--- src/rtl/mem_arbiter_if.sv ---
// Request, response and shared-bus signals between the two CPU ports, the arbiter and the bus.
// The arbiter takes the master view; the environment (cores and slave) takes the slave view.
interface mem_arbiter_if;
  logic        if_req_i;
  logic [31:0] if_addr_i;
  logic        if_ack_o;
  logic [31:0] if_rdata_o;

  logic        mem_req_i;
  logic        mem_we_i;
  logic [31:0] mem_addr_i;
  logic [31:0] mem_wdata_i;
  logic [3:0]  mem_sel_i;
  logic        mem_ack_o;
  logic [31:0] mem_rdata_o;

  logic        bus_ce_o;
  logic        bus_we_o;
  logic [31:0] bus_addr_o;
  logic [31:0] bus_wdata_o;
  logic [3:0]  bus_sel_o;
  logic [31:0] bus_rdata_i;
  logic        bus_ack_i;

  logic [5:0]  stall_o;
  logic        err_o;

  modport master (
    input  if_req_i, if_addr_i,
    output if_ack_o, if_rdata_o,
    input  mem_req_i, mem_we_i, mem_addr_i, mem_wdata_i, mem_sel_i,
    output mem_ack_o, mem_rdata_o,
    output bus_ce_o, bus_we_o, bus_addr_o, bus_wdata_o, bus_sel_o,
    input  bus_rdata_i, bus_ack_i,
    output stall_o, err_o
  );

  modport slave (
    output if_req_i, if_addr_i,
    input  if_ack_o, if_rdata_o,
    output mem_req_i, mem_we_i, mem_addr_i, mem_wdata_i, mem_sel_i,
    input  mem_ack_o, mem_rdata_o,
    input  bus_ce_o, bus_we_o, bus_addr_o, bus_wdata_o, bus_sel_o,
    output bus_rdata_i, bus_ack_i,
    input  stall_o, err_o
  );
endinterface

--- src/rtl/mem_arbiter.sv ---
// Arbitrates instruction fetch and data access onto a single shared bus, with alternating
// priority on contention, a per-transfer wait timeout and a pipeline stall vector.
module mem_arbiter #(
  parameter int unsigned TIMEOUT = 16
) (
  input logic           clk,
  input logic           rst,
  mem_arbiter_if.master arb
);

  localparam logic [1:0] IDLE   = 2'b00;
  localparam logic [1:0] D_XFER = 2'b01;
  localparam logic [1:0] I_XFER = 2'b10;

  localparam logic [7:0] WaitLast = 8'(TIMEOUT - 1);

  logic [1:0]  state_q, state_d;
  logic [7:0]  wait_q, wait_d;
  logic        last_data_q, last_data_d;

  logic        bus_ce_q, bus_ce_d;
  logic        bus_we_q, bus_we_d;
  logic [31:0] bus_addr_q, bus_addr_d;
  logic [31:0] bus_wdata_q, bus_wdata_d;
  logic [3:0]  bus_sel_q, bus_sel_d;

  logic        if_ack_q, if_ack_d;
  logic [31:0] if_rdata_q, if_rdata_d;
  logic        mem_ack_q, mem_ack_d;
  logic [31:0] mem_rdata_q, mem_rdata_d;
  logic        err_q, err_d;

  logic        grant_data;
  logic        grant_inst;
  logic        in_xfer;
  logic        timed_out;
  logic        done;
  logic [31:0] done_rdata;
  logic [5:0]  stall;

  always_comb begin
    // On contention, data wins unless data also won the last completed grant.
    grant_data = arb.mem_req_i & (~arb.if_req_i | ~last_data_q);
    grant_inst = arb.if_req_i & ~grant_data;
    in_xfer    = (state_q == D_XFER) | (state_q == I_XFER);
    timed_out  = in_xfer & ~arb.bus_ack_i & (wait_q == WaitLast);
    done       = in_xfer & (arb.bus_ack_i | timed_out);
    // Aborted transfers and data writes return zero.
    done_rdata = (timed_out | ((state_q == D_XFER) & bus_we_q)) ? 32'h0 : arb.bus_rdata_i;
  end

  always_comb begin
    state_d     = state_q;
    wait_d      = wait_q;
    last_data_d = last_data_q;
    bus_ce_d    = bus_ce_q;
    bus_we_d    = bus_we_q;
    bus_addr_d  = bus_addr_q;
    bus_wdata_d = bus_wdata_q;
    bus_sel_d   = bus_sel_q;
    if_ack_d    = 1'b0;
    if_rdata_d  = if_rdata_q;
    mem_ack_d   = 1'b0;
    mem_rdata_d = mem_rdata_q;
    err_d       = 1'b0;

    case (state_q)
      IDLE: begin
        if (grant_data) begin
          state_d     = D_XFER;
          wait_d      = 8'd0;
          bus_ce_d    = 1'b1;
          bus_we_d    = arb.mem_we_i;
          bus_addr_d  = arb.mem_addr_i;
          bus_wdata_d = arb.mem_wdata_i;
          bus_sel_d   = arb.mem_sel_i;
        end else if (grant_inst) begin
          state_d     = I_XFER;
          wait_d      = 8'd0;
          bus_ce_d    = 1'b1;
          bus_we_d    = 1'b0;
          bus_addr_d  = arb.if_addr_i;
          bus_wdata_d = 32'h0;
          bus_sel_d   = 4'b1111;
        end
      end

      D_XFER, I_XFER: begin
        if (done) begin
          state_d     = IDLE;
          last_data_d = (state_q == D_XFER);
          bus_ce_d    = 1'b0;
          bus_we_d    = 1'b0;
          bus_addr_d  = 32'h0;
          bus_wdata_d = 32'h0;
          bus_sel_d   = 4'b0000;
          err_d       = timed_out;
          if (state_q == D_XFER) begin
            mem_ack_d   = 1'b1;
            mem_rdata_d = done_rdata;
          end else begin
            if_ack_d   = 1'b1;
            if_rdata_d = done_rdata;
          end
        end else begin
          wait_d = wait_q + 8'd1;
        end
      end

      default: begin
        state_d     = IDLE;
        wait_d      = 8'd0;
        bus_ce_d    = 1'b0;
        bus_we_d    = 1'b0;
        bus_addr_d  = 32'h0;
        bus_wdata_d = 32'h0;
        bus_sel_d   = 4'b0000;
      end
    endcase
  end

  always_ff @(posedge clk or posedge rst) begin
    if (rst) begin
      state_q     <= IDLE;
      wait_q      <= 8'd0;
      last_data_q <= 1'b0;
      bus_ce_q    <= 1'b0;
      bus_we_q    <= 1'b0;
      bus_addr_q  <= 32'h0;
      bus_wdata_q <= 32'h0;
      bus_sel_q   <= 4'b0000;
      if_ack_q    <= 1'b0;
      if_rdata_q  <= 32'h0;
      mem_ack_q   <= 1'b0;
      mem_rdata_q <= 32'h0;
      err_q       <= 1'b0;
    end else begin
      state_q     <= state_d;
      wait_q      <= wait_d;
      last_data_q <= last_data_d;
      bus_ce_q    <= bus_ce_d;
      bus_we_q    <= bus_we_d;
      bus_addr_q  <= bus_addr_d;
      bus_wdata_q <= bus_wdata_d;
      bus_sel_q   <= bus_sel_d;
      if_ack_q    <= if_ack_d;
      if_rdata_q  <= if_rdata_d;
      mem_ack_q   <= mem_ack_d;
      mem_rdata_q <= mem_rdata_d;
      err_q       <= err_d;
    end
  end

  // Data stalls the whole front of the pipe; a fetch miss only stalls pc/if/id.
  always_comb begin
    if (arb.mem_req_i & ~mem_ack_q) begin
      stall = 6'b011111;
    end else if (arb.if_req_i & ~if_ack_q) begin
      stall = 6'b000111;
    end else begin
      stall = 6'b000000;
    end
  end

  assign arb.bus_ce_o    = bus_ce_q;
  assign arb.bus_we_o    = bus_we_q;
  assign arb.bus_addr_o  = bus_addr_q;
  assign arb.bus_wdata_o = bus_wdata_q;
  assign arb.bus_sel_o   = bus_sel_q;
  assign arb.if_ack_o    = if_ack_q;
  assign arb.if_rdata_o  = if_rdata_q;
  assign arb.mem_ack_o   = mem_ack_q;
  assign arb.mem_rdata_o = mem_rdata_q;
  assign arb.err_o       = err_q;
  assign arb.stall_o     = stall;

endmodule

--- src/flat_wrapper.sv ---
// flat-port wrapper written by rule: the top's interface ports become plain ports
module mem_arbiter_flat 
#(
  parameter int unsigned TIMEOUT = 16
)
  (clk, rst, arb_if_req_i, arb_if_addr_i, arb_if_ack_o, arb_if_rdata_o, arb_mem_req_i, arb_mem_we_i, arb_mem_addr_i, arb_mem_wdata_i, arb_mem_sel_i, arb_mem_ack_o, arb_mem_rdata_o, arb_bus_ce_o, arb_bus_we_o, arb_bus_addr_o, arb_bus_wdata_o, arb_bus_sel_o, arb_bus_rdata_i, arb_bus_ack_i, arb_stall_o, arb_err_o);
  mem_arbiter_if arb_i ();
  input logic clk;
  input logic rst;
  input wire logic [$bits(arb_i.if_req_i)-1:0] arb_if_req_i;
  input wire logic [$bits(arb_i.if_addr_i)-1:0] arb_if_addr_i;
  output wire logic [$bits(arb_i.if_ack_o)-1:0] arb_if_ack_o;
  output wire logic [$bits(arb_i.if_rdata_o)-1:0] arb_if_rdata_o;
  input wire logic [$bits(arb_i.mem_req_i)-1:0] arb_mem_req_i;
  input wire logic [$bits(arb_i.mem_we_i)-1:0] arb_mem_we_i;
  input wire logic [$bits(arb_i.mem_addr_i)-1:0] arb_mem_addr_i;
  input wire logic [$bits(arb_i.mem_wdata_i)-1:0] arb_mem_wdata_i;
  input wire logic [$bits(arb_i.mem_sel_i)-1:0] arb_mem_sel_i;
  output wire logic [$bits(arb_i.mem_ack_o)-1:0] arb_mem_ack_o;
  output wire logic [$bits(arb_i.mem_rdata_o)-1:0] arb_mem_rdata_o;
  output wire logic [$bits(arb_i.bus_ce_o)-1:0] arb_bus_ce_o;
  output wire logic [$bits(arb_i.bus_we_o)-1:0] arb_bus_we_o;
  output wire logic [$bits(arb_i.bus_addr_o)-1:0] arb_bus_addr_o;
  output wire logic [$bits(arb_i.bus_wdata_o)-1:0] arb_bus_wdata_o;
  output wire logic [$bits(arb_i.bus_sel_o)-1:0] arb_bus_sel_o;
  input wire logic [$bits(arb_i.bus_rdata_i)-1:0] arb_bus_rdata_i;
  input wire logic [$bits(arb_i.bus_ack_i)-1:0] arb_bus_ack_i;
  output wire logic [$bits(arb_i.stall_o)-1:0] arb_stall_o;
  output wire logic [$bits(arb_i.err_o)-1:0] arb_err_o;
  assign arb_i.if_req_i = arb_if_req_i;
  assign arb_i.if_addr_i = arb_if_addr_i;
  assign arb_if_ack_o = arb_i.if_ack_o;
  assign arb_if_rdata_o = arb_i.if_rdata_o;
  assign arb_i.mem_req_i = arb_mem_req_i;
  assign arb_i.mem_we_i = arb_mem_we_i;
  assign arb_i.mem_addr_i = arb_mem_addr_i;
  assign arb_i.mem_wdata_i = arb_mem_wdata_i;
  assign arb_i.mem_sel_i = arb_mem_sel_i;
  assign arb_mem_ack_o = arb_i.mem_ack_o;
  assign arb_mem_rdata_o = arb_i.mem_rdata_o;
  assign arb_bus_ce_o = arb_i.bus_ce_o;
  assign arb_bus_we_o = arb_i.bus_we_o;
  assign arb_bus_addr_o = arb_i.bus_addr_o;
  assign arb_bus_wdata_o = arb_i.bus_wdata_o;
  assign arb_bus_sel_o = arb_i.bus_sel_o;
  assign arb_i.bus_rdata_i = arb_bus_rdata_i;
  assign arb_i.bus_ack_i = arb_bus_ack_i;
  assign arb_stall_o = arb_i.stall_o;
  assign arb_err_o = arb_i.err_o;
  mem_arbiter #(.TIMEOUT(TIMEOUT)) u_core (.clk(clk), .rst(rst), .arb(arb_i));
endmodule
--- config.mk ---
export PLATFORM = sky130hd
export DESIGN_NAME = mem_arbiter_flat
export DESIGN_NICKNAME = d
export VERILOG_FILES = /design/src/rtl/mem_arbiter_if.sv /design/src/rtl/mem_arbiter.sv /design/src/flat_wrapper.sv
export SDC_FILE = /design/constraint.sdc
export NUM_CORES = 1
export LEC_CHECK = 0
export CAP_MARGIN = 20
export CORE_MARGIN = 2
export CORE_UTILIZATION = 45
export DETAILED_ROUTE_END_ITERATION = 7
export GPL_TIMING_DRIVEN = 1
export MAX_ROUTING_LAYER = met4
export PLACE_DENSITY = 0.82
export SLEW_MARGIN = 5
export SYNTH_ARGS = -nofsm -noshare
export SYNTH_HDL_FRONTEND = slang
export SYNTH_SLANG_ARGS = --single-unit
--- constraint.sdc ---
create_clock -name clk -period 14.75 [get_ports clk]
set_input_delay 2.95 -clock clk [delete_from_list [all_inputs] [get_ports clk]]
set_output_delay 2.95 -clock clk [all_outputs]
set_load 0.02 [all_outputs]
=== Word-level counts from Yosys, hierarchy flattened ===
Index checks and enable logic that the tools add are counted.
Widths: inputs -> output; s select.

* Bits in registers: 148
* Input bits: 138
* Output and inout bits: 143
* Word-level logic and storage cells: 83

* Add/sub/neg operators: 1
* Equal/unequal tests: 6
* Multiplexer cells: 37
* Bitwise logic cells: 19
* Reductions and logical operators: 7

{| class="wikitable"
|+ Operators with widths
! operator !! number
|-
| $mux 32 || 6
|-
| $pmux 32 s2 || 2
|-
| $mux 8 || 3
|-
| $pmux 8 s2 || 1
|-
| $mux 1 || 13
|-
| $mux 4 || 3
|-
| $add 8x1->8 const B || 1
|-
| $and 1x1->1 || 8
|-
| $eq 8x4->1 const B || 1
|-
| $pmux 4 s2 || 1
|-
| $not 1->1 || 7
|-
| $mux 2 || 3
|-
| $mux 6 || 1
|-
| $reduce_and 2->1 || 3
|-
| $reduce_and 3->1 || 2
|-
| $or 1x1->1 || 4
|-
| $pmux 1 s2 || 2
|-
| $pmux 2 s2 || 1
|-
| $mux 3 || 1
|-
| $ne 3x1->1 const B || 1
|-
| $eq 2x1->1 const B || 1
|-
| $eq 2x2->1 const B || 1
|-
| $logic_not 2->1 || 1
|-
| $ne 2x1->1 const B || 1
|-
| other kinds (2) || 2
|}

=== Longest topological paths before layout ===
* Depth after elaboration: 8
* Mapped depth: 9
* Mapped depth without buffers: 6

=== Least setup slack after synthesis ===
OpenSTA, ideal clock, no wires.

* Path type: input -> output
* Start: input arb_mem_req_i
* End: output arb_stall_o[1]
* Arrival: 3793 ps
* Data required time: 11800 ps
* Path slack: 8007 ps
* Stages on the path: 3
* Path buffers: 1
* Path through: nor2b_1 > a21o_1 > buf_4

* Longest elaborated chain between the ends: 2

{| class="wikitable"
|+ Ends and longest elaborated chain
! what !! line !! RTL
|-
| start: declaration || flat_wrapper.sv:14 || <nowiki>input wire logic [$bits(arb_i.mem_req_i)-1:0] arb_mem_req_i;</nowiki>
|-
| $and 1x1->1 || mem_arbiter.sv:156 || <nowiki>if (arb.mem_req_i & ~mem_ack_q) begin</nowiki>
|-
| $mux 6 || mem_arbiter.sv:156 ||
|-
| end: declaration || flat_wrapper.sv:28 || <nowiki>output wire logic [$bits(arb_i.stall_o)-1:0] arb_stall_o;</nowiki>
|}

No other way between the ends.

=== Final worst setup path ===
Same ends and word-level chain as after synthesis.

==> out/qor.yml <==
run_status:
  status: "completed"
timing:
  grt_setup_unrepaired: "false"
  fin_crit_sh_pct: 52.7
  finalSetupTns_ns: 0
  max-slew-margin-rel_pct: 30.3
  drv_slew: 0
  fin_skew_ns: 0.0109
  fmax_ghz: 0.129
  min_period_ns: 7.77
  setup_viol: 0
  worst_pin_slew_ns: 1.05
  fin_hold_ws_ns: 0.493
  layout_setup_ws_ns: 6.98
  final_hold_viol_count: 0
critical_path:
  ff2ff_path_depth: 7
  path_delay_family: "buffers and inverters"
  cp_slowest_cell: "clkdlybuf4s50_1"
  worstPathRequired_ns: 11.80
  max_stage_delay_ns: 0.62
  crit_arrival_ns: 4.82
  crit_top_cell: "clkdlybuf4s50_1"
  worstPathCellList: "clkdlybuf4s50_1 > nor2b_1 > a21o_1 > clkdlybuf4s50_1"
  cp.depth: 4
  crit_buf_inv: 2
  worstSetupEndpointType: "output pin"
  cp-start-kind: "primary input"
  path_class: "primary input to output pin"
  crit_fanout: 4
detailed_routing:
  drtIter0Drc: 450
  via_per_inst: 5.58
  ant_nets: 0
  wl_um: 19300
  dr.pass1.iters: 5
  vias: 5356
  drc: 0
  wire_per_inst_um: 20.1
floorplanning:
  fp.dieW_um: 121
  rows: 42
  ios: 281
  dieArea_um2: 14700
  start_util_pct: 46.5
  dieHeight_um: 121
  core_um2: 13300
logic_synthesis:
  postSynthAreaPerCell_um2: 12.2
  synth_cell_types: 44
  synth_fp_nets: 651
  yosysWarnings: 0
  synth_top_cell_area_share_pct: 59.7
  synth_area_leader_cell: "dfrtp_1"
  syn_area_um2: 6210
  synthTopCellsByArea: "dfrtp_1, a22o_1, o21ai_0, mux2_4, mux2_2"
  yosysMostFrequentCell: "dfrtp_1"
  ys_seq_area_share_pct: 59.7
  ys_async_sr_fraction_pct: 100
  ys_ff_latch: 148
  synth_ff_type: "dfrtp_1"
  syn_inst: 509
  synth_commonest_cells: "dfrtp_1, a22o_1, o21ai_0, nand2_1, clkbuf_1"
  synth_edf_count: 0
cells_and_area:
  fin_nets: 913
  instances_no_fill: 960
  drive_gt1_share_pct: 10.8
  utilization_pct: 73.2
  syn_to_final_growth_pct: 57.5
  nFillCells: 892
  n_antenna_cell: 0
  postLayoutCellArea_um2: 9770
cts:
  cts_resized: 0
  cts_htree_levels: 4
  cts_tree: "done"
  cts_buffer_depth: 2
  cts_setup_buffers: 0
  clkLatencyLatePin_ns: 0.43
  ctsHoldBuffers: 0
  cts_made_buffers: 17
  root_buffer: "clkbuf_16"
  clk_pin_slew_worst_paths_ns: 0.06
  cts_sinks: 148
global_routing:
  grt_max_degree: 81
  grt_pass1_wl_um: 29800
  grt_pass1_vias: 5578
  grt-ovfl-total: 0
  antenna_found_initial: 0
  grt_use_total_pct: 27.2
placed_design:
  port_buffers: 279
  place_inst: 926
  place_ws_ns: 6.94
  dpl.hpwl_um: 13400
  place.gp.congestion: 0.866
  postPlaceCellArea_um2: 9090
run:
  max_cap_violations: 0
pwr:
  power.density_nw_per_um2: 216
  irDropWorstVdd_mv: 0.0988
  power.total_mw: 2.11
  leakage_nw: 4.30
min_path:
  holdPathStages: 1
  hold_class: "flip-flop to flip-flop"
==> flip-flops by register name (all words and copies together), names as in the netlist <==
signal / cells
u_core.arb.bus_we_o: 1
u_core.arb.mem_rdata_o: 32
u_core.last_data_q: 1
u_core.wait_q: 8
u_core.arb.if_rdata_o: 32
u_core.arb.err_o: 1
u_core.arb.mem_ack_o: 1
u_core.arb.bus_wdata_o: 32
u_core.arb.bus_sel_o: 4
u_core.arb.bus_ce_o: 1
u_core.state_q: 2
u_core.arb.if_ack_o: 1
u_core.arb.bus_addr_o: 32
==> power breakdown <==
group          switching (mW)  leakage [nW]  internal, mW
clock network           0.182         0.312         0.288
registers              0.0922          1.92         0.562
logic                   0.497          2.06         0.486
==> cells in the final DEF, fill, tap and decap left out, types with 2 or more instances in the layout <==
master / instances
inv_6: 8
or4_1: 2
or3_1: 3
clkbuf_16: 17
nor2_1: 4
mux2_4: 14
a21o_1: 4
a22o_1: 96
bufinv_16: 4
nor2b_1: 2
a2bb2oi_1: 4
o21ai_1: 4
ha_1: 4
clkdlybuf4s50_1: 279
inv_1: 6
dfrtp_1: 148
mux2_2: 18
o21ai_0: 64
nand3_1: 6
nand4b_1: 2
nand2_1: 48
buf_16: 2
o211ai_1: 3
a21oi_1: 7
buf_4: 7
==> cell families (layout without fill, tap and decap cells) <==
logic type	Yosys count	in the layout	share of synthesized area (%)
adders and majority gates	4	4	0.806
AOI/OAI and AO/OA	190	190	22.0
DFF	148	148	59.7
and+or+nand+nor	80	80	6.37
other	1	1	0.0604
buffers and inverters	54	329	4.40
muxes	32	32	6.65
==> metal layers <==
metal	part of all wire, %	track usage, %	up-vias
met4	2.7	9.84	0
met1	39	31.7	2667
li1	-	-	2392
met3	7.4	7.05	36
met2	51	45.5	261
met5	0	-	-
==> final cells by class <==
class,count,area (µm²),share of cell area [%]
timing repair buffer,290,2940,30.0
clock buffer,17,425,4.35
multi-input combinational,307,2240,23.0
tap,176,220,2.25
clock inverter,15,214,2.19
inverter,7,31.3,0.320
sequential,148,3700,37.9
==> final timing paths <==
path | end | from | slack [ns]
hold reg to reg | u_core.arb.bus_ce_o | u_core.arb.bus_ce_o | 0.49
setup / recovery | arb_stall_o[1] | arb_mem_req_i | 6.98
max in group asynchronous | u_core.arb.bus_sel_o[0] | rst | 10.70
min in group asynchronous | u_core.arb.mem_rdata_o[4] | rst | 2.98
setup reg to reg | u_core.arb.bus_wdata_o[1] | u_core.state_q[0] | 11.82
hold / removal | u_core.arb.bus_ce_o | u_core.arb.bus_ce_o | 0.49
No activity file was read; power rests on OpenSTA's default activity.
